==> config.mk <==
export PLATFORM = sky130hd
export DESIGN_NAME = wb_stream_mem_writer
export DESIGN_NICKNAME = d
export VERILOG_FILES = /design/src/rtl/wb_stream_mem_writer.sv
export SDC_FILE = /design/constraint.sdc
export NUM_CORES = 2
export LEC_CHECK = 0
export ABC_CLOCK_PERIOD_IN_PS = 4700
export CORE_UTILIZATION = 54
export DETAILED_ROUTE_END_ITERATION = 7
export PLACE_DENSITY_LB_ADDON = 0.3
export SETUP_SLACK_MARGIN = 0.5
export SLEW_MARGIN = 10
export SYNTH_ARGS = -nofsm -noshare
export SYNTH_HDL_FRONTEND = slang
export SYNTH_SLANG_ARGS = --single-unit
export TNS_END_PERCENT = 20
==> constraint.sdc <==
create_clock -name clk -period 4.7 [get_ports clk]
set_input_delay 1.175 -clock clk [delete_from_list [all_inputs] [get_ports clk]]
set_output_delay 1.175 -clock clk [all_outputs]
set_load 0.02 [all_outputs]
==> src/rtl/wb_stream_mem_writer.sv <==
// Stream-to-memory DMA. Words arriving on a valid/ready stream are buffered
// in a first-word-fall-through FIFO and written to Wishbone memory as
// incrementing bursts. A small Wishbone slave holds the job configuration
// and the status flags.
module wb_stream_mem_writer #(
    parameter int WB_AW         = 32,
    parameter int WB_DW         = 32,
    parameter int FIFO_AW       = 5,
    parameter int MAX_BURST_LEN = 32
) (
    input  logic                 clk,
    input  logic                 rst_n,
    // stream sink
    input  logic [WB_DW-1:0]     stream_s_data_i,
    input  logic                 stream_s_valid_i,
    output logic                 stream_s_ready_o,
    // memory master
    output logic [WB_AW-1:0]     wbm_adr_o,
    output logic [WB_DW-1:0]     wbm_dat_o,
    output logic [WB_DW/8-1:0]   wbm_sel_o,
    output logic                 wbm_we_o,
    output logic                 wbm_cyc_o,
    output logic                 wbm_stb_o,
    output logic [2:0]           wbm_cti_o,
    output logic [1:0]           wbm_bte_o,
    input  logic [WB_DW-1:0]     wbm_dat_i,
    input  logic                 wbm_ack_i,
    input  logic                 wbm_err_i,
    input  logic                 wbm_rty_i,
    // config slave
    input  logic [WB_AW-1:0]     wbs_adr_i,
    input  logic [WB_DW-1:0]     wbs_dat_i,
    input  logic [WB_DW/8-1:0]   wbs_sel_i,
    input  logic                 wbs_we_i,
    input  logic                 wbs_cyc_i,
    input  logic                 wbs_stb_i,
    input  logic [2:0]           wbs_cti_i,
    input  logic [1:0]           wbs_bte_i,
    output logic [WB_DW-1:0]     wbs_dat_o,
    output logic                 wbs_ack_o,
    output logic                 wbs_err_o,
    output logic                 wbs_rty_o,
    output logic                 irq_o
);

    localparam int DEPTH = 1 << FIFO_AW;

    typedef enum logic [1:0] {S_IDLE, S_WAIT, S_BURST, S_DONE} state_t;
    state_t state, state_nxt;

    // ---------------- FIFO ----------------
    logic [WB_DW-1:0]   fifo_mem [DEPTH];
    logic [FIFO_AW-1:0] wr_ptr, rd_ptr;
    logic [FIFO_AW:0]   fifo_count;
    logic               fifo_full, push, pop, rdy_en;

    // rdy_en keeps ready low while in reset and for the release edge
    assign fifo_full        = (fifo_count == (FIFO_AW+1)'(DEPTH));
    assign stream_s_ready_o = rdy_en & ~fifo_full;
    assign push             = stream_s_valid_i & stream_s_ready_o;
    assign pop              = (state == S_BURST) & wbm_ack_i & ~wbm_err_i;

    // FIFO storage, no reset needed
    always_ff @(posedge clk) begin
        if (push) fifo_mem[wr_ptr] <= stream_s_data_i;
    end

    // FIFO pointers and occupancy
    always_ff @(posedge clk or negedge rst_n) begin
        if (!rst_n) begin
            wr_ptr     <= '0;
            rd_ptr     <= '0;
            fifo_count <= '0;
            rdy_en     <= 1'b0;
        end else begin
            rdy_en <= 1'b1;
            if (push) wr_ptr <= wr_ptr + (FIFO_AW)'(1);
            if (pop)  rd_ptr <= rd_ptr + (FIFO_AW)'(1);
            case ({push, pop})
                2'b10:   fifo_count <= fifo_count + (FIFO_AW+1)'(1);
                2'b01:   fifo_count <= fifo_count - (FIFO_AW+1)'(1);
                default: ;
            endcase
        end
    end

    // ---------------- config slave ----------------
    logic [WB_AW-1:0] start_addr;
    logic [WB_DW-1:0] buf_size, burst_size, rd_data;
    logic             st_done, st_err, busy, wbs_req, wbs_wr, start;
    logic [2:0]       reg_idx;

    assign wbs_req = wbs_cyc_i & wbs_stb_i & ~wbs_ack_o;
    assign wbs_wr  = wbs_req & wbs_we_i;
    assign reg_idx = wbs_adr_i[4:2];
    assign busy    = (state == S_WAIT) | (state == S_BURST);
    assign start   = wbs_wr & (reg_idx == 3'd0) & wbs_dat_i[0] & (state == S_IDLE);
    assign wbs_err_o = 1'b0;
    assign wbs_rty_o = 1'b0;
    assign irq_o     = st_done | st_err;

    // register read mux; offsets past STATUS read as zero
    always_comb begin
        rd_data = '0;
        case (reg_idx)
            3'd0:    rd_data[0]   = busy;
            3'd1:    rd_data      = WB_DW'(start_addr);
            3'd2:    rd_data      = buf_size;
            3'd3:    rd_data      = burst_size;
            3'd4:    rd_data[2:0] = {st_err, st_done, busy};
            default: ;
        endcase
    end

    // single-wait-state slave; job parameters frozen while busy
    always_ff @(posedge clk or negedge rst_n) begin
        if (!rst_n) begin
            wbs_ack_o  <= 1'b0;
            wbs_dat_o  <= '0;
            start_addr <= '0;
            buf_size   <= '0;
            burst_size <= '0;
        end else begin
            wbs_ack_o <= wbs_req;
            wbs_dat_o <= wbs_req ? rd_data : '0;
            if (wbs_wr && !busy) begin
                case (reg_idx)
                    3'd1:    start_addr <= wbs_dat_i[WB_AW-1:0];
                    3'd2:    buf_size   <= wbs_dat_i;
                    3'd3:    burst_size <= wbs_dat_i;
                    default: ;
                endcase
            end
        end
    end

    // ---------------- job datapath ----------------
    logic [WB_AW-1:0] adr_q;
    logic [WB_DW-1:0] remaining, len_q, beats_left, eff_burst, len_nxt, total_words;
    logic             wait_go, last_beat;

    assign total_words = buf_size >> 2;
    assign wait_go     = (WB_DW'(fifo_count) >= len_nxt);
    assign last_beat   = (beats_left == (WB_DW)'(1));

    // burst length clamped to 1..MAX_BURST_LEN so a bad setting cannot
    // ask for more words than the FIFO can ever hold
    always_comb begin
        eff_burst = burst_size;
        if (burst_size == '0)
            eff_burst = (WB_DW)'(1);
        else if (burst_size > (WB_DW)'(MAX_BURST_LEN))
            eff_burst = (WB_DW)'(MAX_BURST_LEN);
        len_nxt = (eff_burst < remaining) ? eff_burst : remaining;
    end

    // address/count tracking and sticky status flags (set wins over W1C)
    always_ff @(posedge clk or negedge rst_n) begin
        if (!rst_n) begin
            adr_q      <= '0;
            remaining  <= '0;
            len_q      <= '0;
            beats_left <= '0;
            st_done    <= 1'b0;
            st_err     <= 1'b0;
        end else begin
            if (start) begin
                adr_q     <= start_addr;
                remaining <= total_words;
            end
            if (state == S_WAIT && wait_go) begin
                len_q      <= len_nxt;
                beats_left <= len_nxt;
            end
            if (pop) begin
                adr_q      <= adr_q + (WB_AW)'(4);
                remaining  <= remaining - (WB_DW)'(1);
                beats_left <= beats_left - (WB_DW)'(1);
            end
            if (wbs_wr && reg_idx == 3'd4) begin
                if (wbs_dat_i[1]) st_done <= 1'b0;
                if (wbs_dat_i[2]) st_err  <= 1'b0;
            end
            if (state == S_DONE) st_done <= 1'b1;
            if (state == S_BURST && wbm_err_i) st_err <= 1'b1;
        end
    end

    // FSM state register
    always_ff @(posedge clk or negedge rst_n) begin
        if (!rst_n) state <= S_IDLE;
        else        state <= state_nxt;
    end

    // next state and master bus outputs
    always_comb begin
        state_nxt = state;
        wbm_cyc_o = 1'b0;
        wbm_stb_o = 1'b0;
        wbm_we_o  = 1'b0;
        wbm_sel_o = '0;
        wbm_cti_o = 3'b000;
        wbm_dat_o = '0;
        case (state)
            S_IDLE:  if (start) state_nxt = (total_words == '0) ? S_DONE : S_WAIT;
            S_WAIT:  if (wait_go) state_nxt = S_BURST;
            S_BURST: begin
                wbm_cyc_o = 1'b1;
                wbm_stb_o = 1'b1;
                wbm_we_o  = 1'b1;
                wbm_sel_o = '1;
                wbm_dat_o = fifo_mem[rd_ptr];
                if (len_q == (WB_DW)'(1)) wbm_cti_o = 3'b000;
                else if (last_beat)       wbm_cti_o = 3'b111;
                else                      wbm_cti_o = 3'b010;
                if (wbm_err_i)
                    state_nxt = S_IDLE;
                else if (wbm_ack_i && last_beat)
                    state_nxt = (remaining == (WB_DW)'(1)) ? S_DONE : S_WAIT;
            end
            S_DONE:  state_nxt = S_IDLE;
            default: state_nxt = S_IDLE;
        endcase
    end

    assign wbm_adr_o = adr_q;
    assign wbm_bte_o = 2'b00;

    logic unused_inputs;
    assign unused_inputs = ^{wbm_dat_i, wbm_rty_i, wbs_sel_i, wbs_cti_i, wbs_bte_i,
                             wbs_adr_i[WB_AW-1:5], wbs_adr_i[1:0]};

endmodule

; ---- After elaboration in Yosys (flattened, before gate mapping)
; Memory sizes are Yosys's and may differ from the RTL's.
; Index checks and enable logic that the tools add are counted.
[totals]
elab_cells = 117
reg_bits = 278
mem_bits_rw = 1024
inputBits = 146
memories = 1
output_inout_bits = 113
[memory_table]
columns = name, words, width, rd, rd_ports_with_merged_regs, wr, line
row1 = fifo_mem, 32, 32, 1, 0, 1, 52  ; logic [WB_DW-1:0] fifo_mem [DEPTH];
[classes]
n_mux = 35
order_cmp = 3
n_addsub = 7
n_eq_ne = 16
bitwise = 15
n_reduce_logical = 24
[ops]
columns = cell, count
row1 = 2-to-1 mux 32 bit, 11
row2 = == test 32 x 1 -> 1 bit (second input constant), 3
row3 = case mux 29 bit (3 select lines), 1
row4 = logical NOT 32 bit, 2
row5 = subtractor 32 x 1 -> 32 bit (second input constant), 2
row6 = adder 32 x 3 -> 32 bit (second input constant), 1
row7 = >= comparator 6 x 32 -> 1 bit, 1
row8 = greater-than comparator 32 x 6 -> 1 bit (second input constant), 1
row9 = < comparator 32 bit, 1
row10 = case mux 2 bit (4 select lines), 2
row11 = nonzero test 2 bit, 7
row12 = 2-to-1 mux 2 bit, 6
row13 = case mux 6 bit (2 select lines), 1
row14 = adder 5 x 1 -> 5 bit (second input constant), 2
row15 = AND 1 bit, 10
row16 = AND reduction 2 bit, 5
row17 = 2-to-1 mux 1 bit, 9
row18 = 2-to-1 mux 3 bit, 3
row19 = adder 6 x 1 -> 6 bit (second input constant), 1
row20 = == test 2 bit (second input constant), 3
row21 = == test 3 x 2 -> 1 bit (second input constant), 2
row22 = == test 6 bit (second input constant), 1
row23 = subtractor 6 x 1 -> 6 bit (second input constant), 1
row24 = logical AND 1 bit, 5
row25 = 14 further kinds, 19

; ---- Longest topological paths before layout
[depth]
depth_word = 9
depth_mapped = 23
mapped_depth_nobuf = 21

; ---- Least setup slack after synthesis
; Ideal clock, no wire load.
[synth_timing]
path_kind = register -> register
start = reg burst_size[25]
end = reg state[1]
required_time_ns = 4.575
path_stages_with_launch = 21
synth_period_minus_slack_ns = 4.472
t_arrival_ns = 4.347
slack_ns = 0.228
path_buffers = 0
setup_ns = 0.125
path_cell_list = dfrtp_1 nor4_1 nand4_1 or3_1 ha_1 a21oi_1 o21ai_1 a2111oi_0 o21ai_1 a211oi_4 mux2i_1 inv_1 ha_1 nand2b_1 a21oi_1 o21ai_0 nand3_1 nand2_1 o21ai_1 a211o_1 mux2_4
[synth_via]
elab_chain_len = 8
elab_cells_between_ends = 9
cone_classes = order compare: 3 / eq/ne: 1 / mux: 3 / reduce/logical: 2
[synth_lines]
columns = item, line
row1 = "start, declared", 89  ; logic [WB_DW-1:0] buf_size, burst_size, rd_data;
row2 = "start signal, assigned", 130  ; 3'd3: burst_size <= wbs_dat_i;
row3 = greater-than comparator 32 x 6 -> 1 bit, 152  ; else if (burst_size > (WB_DW)'(MAX_BURST_LEN))
row4 = 2-to-1 mux 32 bit, 152
row5 = 2-to-1 mux 32 bit (*), 150  ; if (burst_size == '0)
row6 = < comparator 32 bit, 154  ; len_nxt = (eff_burst < remaining) ? eff_burst : remaining;
row7 = 2-to-1 mux 32 bit (*), 154
row8 = via len_nxt[0], 139  ; logic [WB_DW-1:0] remaining, len_q, beats_left, eff_burst, len_nxt, total_words;
row9 = >= comparator 6 x 32 -> 1 bit (*), 143  ; assign wait_go = (WB_DW'(fifo_count) >= len_nxt);
row10 = != test 2 bit (no line) (*), n/a
row11 = AND reduction 3 bit (no line) (*), n/a
row12 = "end signal, assigned", 192  ; else state <= state_nxt;
row13 = "end, declared", 49  ; state_t state, state_nxt;
; Mark *: on every way through the listed nets, which the timed path passes. The rest lies on a longest branch.
; A chain may end at the register's enable or synchronous reset.

; ---- Worst setup path after layout
[layout_timing]
start = reg rd_ptr[0]
end = out wbm_dat_o[15]
[layout_via]
elab_chain_len = 2
[layout_lines]
columns = item, line
row1 = "start, declared", 53  ; logic [FIFO_AW-1:0] wr_ptr, rd_ptr;
row2 = "start signal, assigned", 78  ; if (pop) rd_ptr <= rd_ptr + (FIFO_AW)'(1);
row3 = memory (32 x 32 bit), n/a
row4 = 2-to-1 mux 32 bit, 204  ; case (state)
row5 = "end, declared", 19  ; output logic [WB_DW-1:0] wbm_dat_o,
; Every way passes these cells.

==> results by group <==
Floorplanning
  • Num ports: approximately 260
  • DIE HEIGHT: between 300 and 400 um
  • Row count: approximately 110
  • Die outline width: about 320 um
  • Die area: ~100000 um2
  • Core Box Area: 97100 um2
  • Initial core utilization: between 50% and 60%

Clock tree
  • Inserted Clock Buffers: 134
  • CTS tree: built
  • Worst-path clk slew: 0.06 ns
  • CTS H-tree depth: 4
  • Sink Count: approximately 1.3k
  • Clk_lat worst skew: between 0.7 and 0.8 ns
  • Buffer levels on the longest clock path: 3
  • Clk Tree Root Cell: clkbuf_16

Synth
  • Synth area leader: edfxtp_1
  • Synth cell count leaders: edfxtp_1 (1024), mux4_2 (320), dfrtp_1 (278), nor2_1 (144), mux2_2 (126)
  • Top post-synthesis cells by area: edfxtp_1 (58%), mux4_2 (14%), dfrtp_1 (13%), mux2_2 (2.7%), ha_1 (1.3%)
  • Synth unique cells: 80
  • Syn_area_per_cell: 18.2 um2
  • Most common cell in the synthesized netlist: edfxtp_1
  • Synthesis Warnings: 0
  • Sequential fraction of the synthesis area: 70.9%
  • Synth top area share: 57.8%
  • EDFF count, synth: slightly above 1k
  • Most used DFF post-synth: edfxtp_1
  • Post-synth ARST share: about a fifth
  • Mapped Cells: slightly below 3k
  • Netlist Area Pre-Place: around 53000 um2
  • Synthesis-stage register bit count: 1302

Worst setup path
  • WP buf/inv: 5
  • Worst-path fanout max: 9
  • Critical Path, Cell by Cell: buf_12 -> buf_12 -> buf_16 -> buf_16 -> mux4_2 -> mux4_2 -> mux2i_1 -> nor2b_1 -> buf_4
  • Worst Setup Start Kind: register
  • Crit-path max cell delay: roughly 0.52 ns
  • Slowest cell on the critical path: mux4_2
  • CP arrival: between 3 and 4 ns
  • WP data required: about 3.5 ns
  • Crit path kind: register to output port
  • Critical Path End Type: output port
  • CP top delay family: multiplexers

Finish
  • Finished Cell Area: 63800 um2
  • Nets@finish: approximately 3.5k
  • Area growth syn-to-layout: 20.1%
  • Layout cells sized above 1: just under 30%
  • Fin cells: ~4.7k

Timing
  • Slew @ Worst Pin: approximately 1.2 ns
  • Worst Slack Setup Final: 0.192 ns
  • Fmax: 222 MHz
  • # setup viols final: 0
  • Max-slew violation count: 0
  • Max transition margin: a little under a fifth
  • RSZ-0062 raised after global routing: yes
  • Tmin final: ~4.5 ns
  • Hold Slack: 0.453 ns
  • Final worst-path cycle share: a little over nine tenths
  • Skew final: roughly 0.05 ns
  • Final hold violations: 0

Run
  • MaxCap Viol Count: 0

Route
  • Met3 wire length: between 10000 and 15000 um
  • DR pass1 iterations: 6
  • DRC: 0
  • Detailed Route Iter0 Violations: between 3k and 4k
  • Via count: 30.8k
  • Final wirelength: between 100000 and 150000 um
  • Top layer in use: met5
  • Vias per inst: about 6.6
  • Metal2 WL: roughly 70000 um
  • Routed Antenna Nets: 0
  • Avg WL per Cell: around 30 um
  • Metal1 wirelength: roughly 52000 um

Power
  • Final Power: approximately 35 mW
  • Leakage: between 20 and 25 nW
  • PwrDens: 549 nW/um2
  • Maximum VDD drop: 0.418 mV

Global route
  • Initial antenna violation count: 6
  • Vias in the first global route: ~31k
  • Largest net degree at the start of global routing: between 80 and 90
  • Grt ovf: 0
  • First-pass GRT wire length: between 200000 and 250000 um
  • GRT Total Usage: around 29%

Min path
  • Min-Delay Path Class: input pin to asynchronous set/reset pin

Status
  • Outcome: finished clean

Placement
  • Placer Congestion: 0.886
  • Pre-CTS setup slack: -0.00210 ns
  • # port buffers: roughly 180
  • Inst Count DP: approximately 4.4k
  • Hpwl dp: ~76000 um
  • DP Area: 57800 um2
-- cell type report --
class,instances,area (um2)
antenna,4,10.0
clock buffer,170,3660
clock inverter,69,594
fill,6233,33300
inverter,61,229
multi-input combinational,1427,15500
sequential,1302,37700
tap,1276,1600
timing repair buffer,387,4530
-- logic make-up after synthesis --
group | after synthesis | synth area share (%)
DFF | 1302 | 70.9
and+or+nand+nor | 534 | 5.13
muxes | 495 | 17.2
AOI/OAI and AO/OA | 295 | 3.46
buffers and inverters | 218 | 1.71
adders and majority gates | 57 | 1.36
xor gates and xnor gates | 14 | 0.231
other | 2 | 0.0141
-- registers in the layout, summed over array words and instances (netlist names) --
signal	flops
state	2
st_err	1
fifo_mem	1024
rdy_en	1
remaining	32
len_q	32
burst_size	32
buf_size	32
rd_ptr	5
wr_ptr	5
wbs_ack_o	1
wbs_dat_o	32
beats_left	32
st_done	1
fifo_count	6
start_addr	32
wbm_adr_o	32
-- cells in the final DEF, fill, tap and decap left out, types with 14 or more instances in the layout --
cell,count
nand4_1,23
nor2_4,32
a22oi_1,35
buf_4,133
buf_16,30
nor2b_1,28
a21oi_1,82
dfrtp_1,273
buf_6,28
nor3_1,45
mux4_2,320
mux2i_1,33
clkbuf_16,140
nand2_1,98
clkbuf_1,23
and2_1,21
ha_1,52
and2_4,14
nor2_1,111
clkdlybuf4s50_1,147
o21ai_0,65
mux2_2,126
buf_12,35
conb_1,31
clkinv_1,31
nor4_1,20
inv_1,59
a211oi_1,15
clkinv_2,15
edfxtp_1,1024
nand3_1,47
-- power by group --
group,internal (mW),switching (mW),total (mW)
clock,5.83,4.53,10.4
combinational,5.51,4.99,10.5
sequential,13.3,0.848,14.2
total,24.7,10.4,35.0
-- per-layer routing --
layer	global-route usage, %	vias up
li1	-	12454
met1	38.9	16086
met2	48.0	1901
met3	5.84	320
met4	10.3	6
met5	0	-
-- stage by stage --
step                      util, %   TNS, ns
after floorplan                 -         0
after global placement       59.5         0
after detailed placement     59.5  -0.00210
after CTS                    65.1         0
after global routing         65.7    -0.524
final                        65.7         0
-- path summary, 6_finish.rpt --
path	end	from	slack [ns]	cells after the start
max	wbm_dat_o[15]	rd_ptr[0]$_DFFE_PN0P_	0.19	9
min	len_q[19]$_DFFE_PN0P_	rst_n	0.45	1
max reg2reg	beats_left[3]$_DFFE_PN0P_	burst_size[25]$_DFFE_PN0P_	0.19	23
min reg2reg	beats_left[21]$_DFFE_PN0P_	beats_left[21]$_DFFE_PN0P_	0.47	1
max in group asynchronous	start_addr[19]$_DFFE_PN0P_	rst_n	3.28	2
min in group clk	beats_left[21]$_DFFE_PN0P_	beats_left[21]$_DFFE_PN0P_	0.47	1
-- worst register-to-register path, cell delays in order (launching register included) --
cell      delay, ns
dfrtp_1        0.41
nor4_4         0.30
nand4_1        0.16
buf_6          0.17
a211oi_4       0.26
and2_4         0.20
ha_4           0.19
o21ai_2        0.12
nand2_1        0.06
nand4_1        0.09
and4bb_1       0.25
a211oi_4       0.29
mux2i_1        0.28
inv_1          0.11
ha_4           0.27
nand2b_4       0.11
a21oi_2        0.05
o21ai_1        0.12
nand3_1        0.09
nand2_2        0.14
o211ai_4       0.15
buf_4          0.20
o211ai_1       0.21
o211ai_1       0.12
-- timing repair --
| action | CTS | global route |
|---|---|---|
| buffers inserted | 34 | 7 |
| pin swaps | 4 | 40 |
| gates cloned | 19 | 4 |
| hold buffers | 0 | 0 |
| resized for setup | 216 | 147 |
| endpoints found under the setup margin | 108 | 108 |
Note: power is estimated with default switching activity, not from simulation.
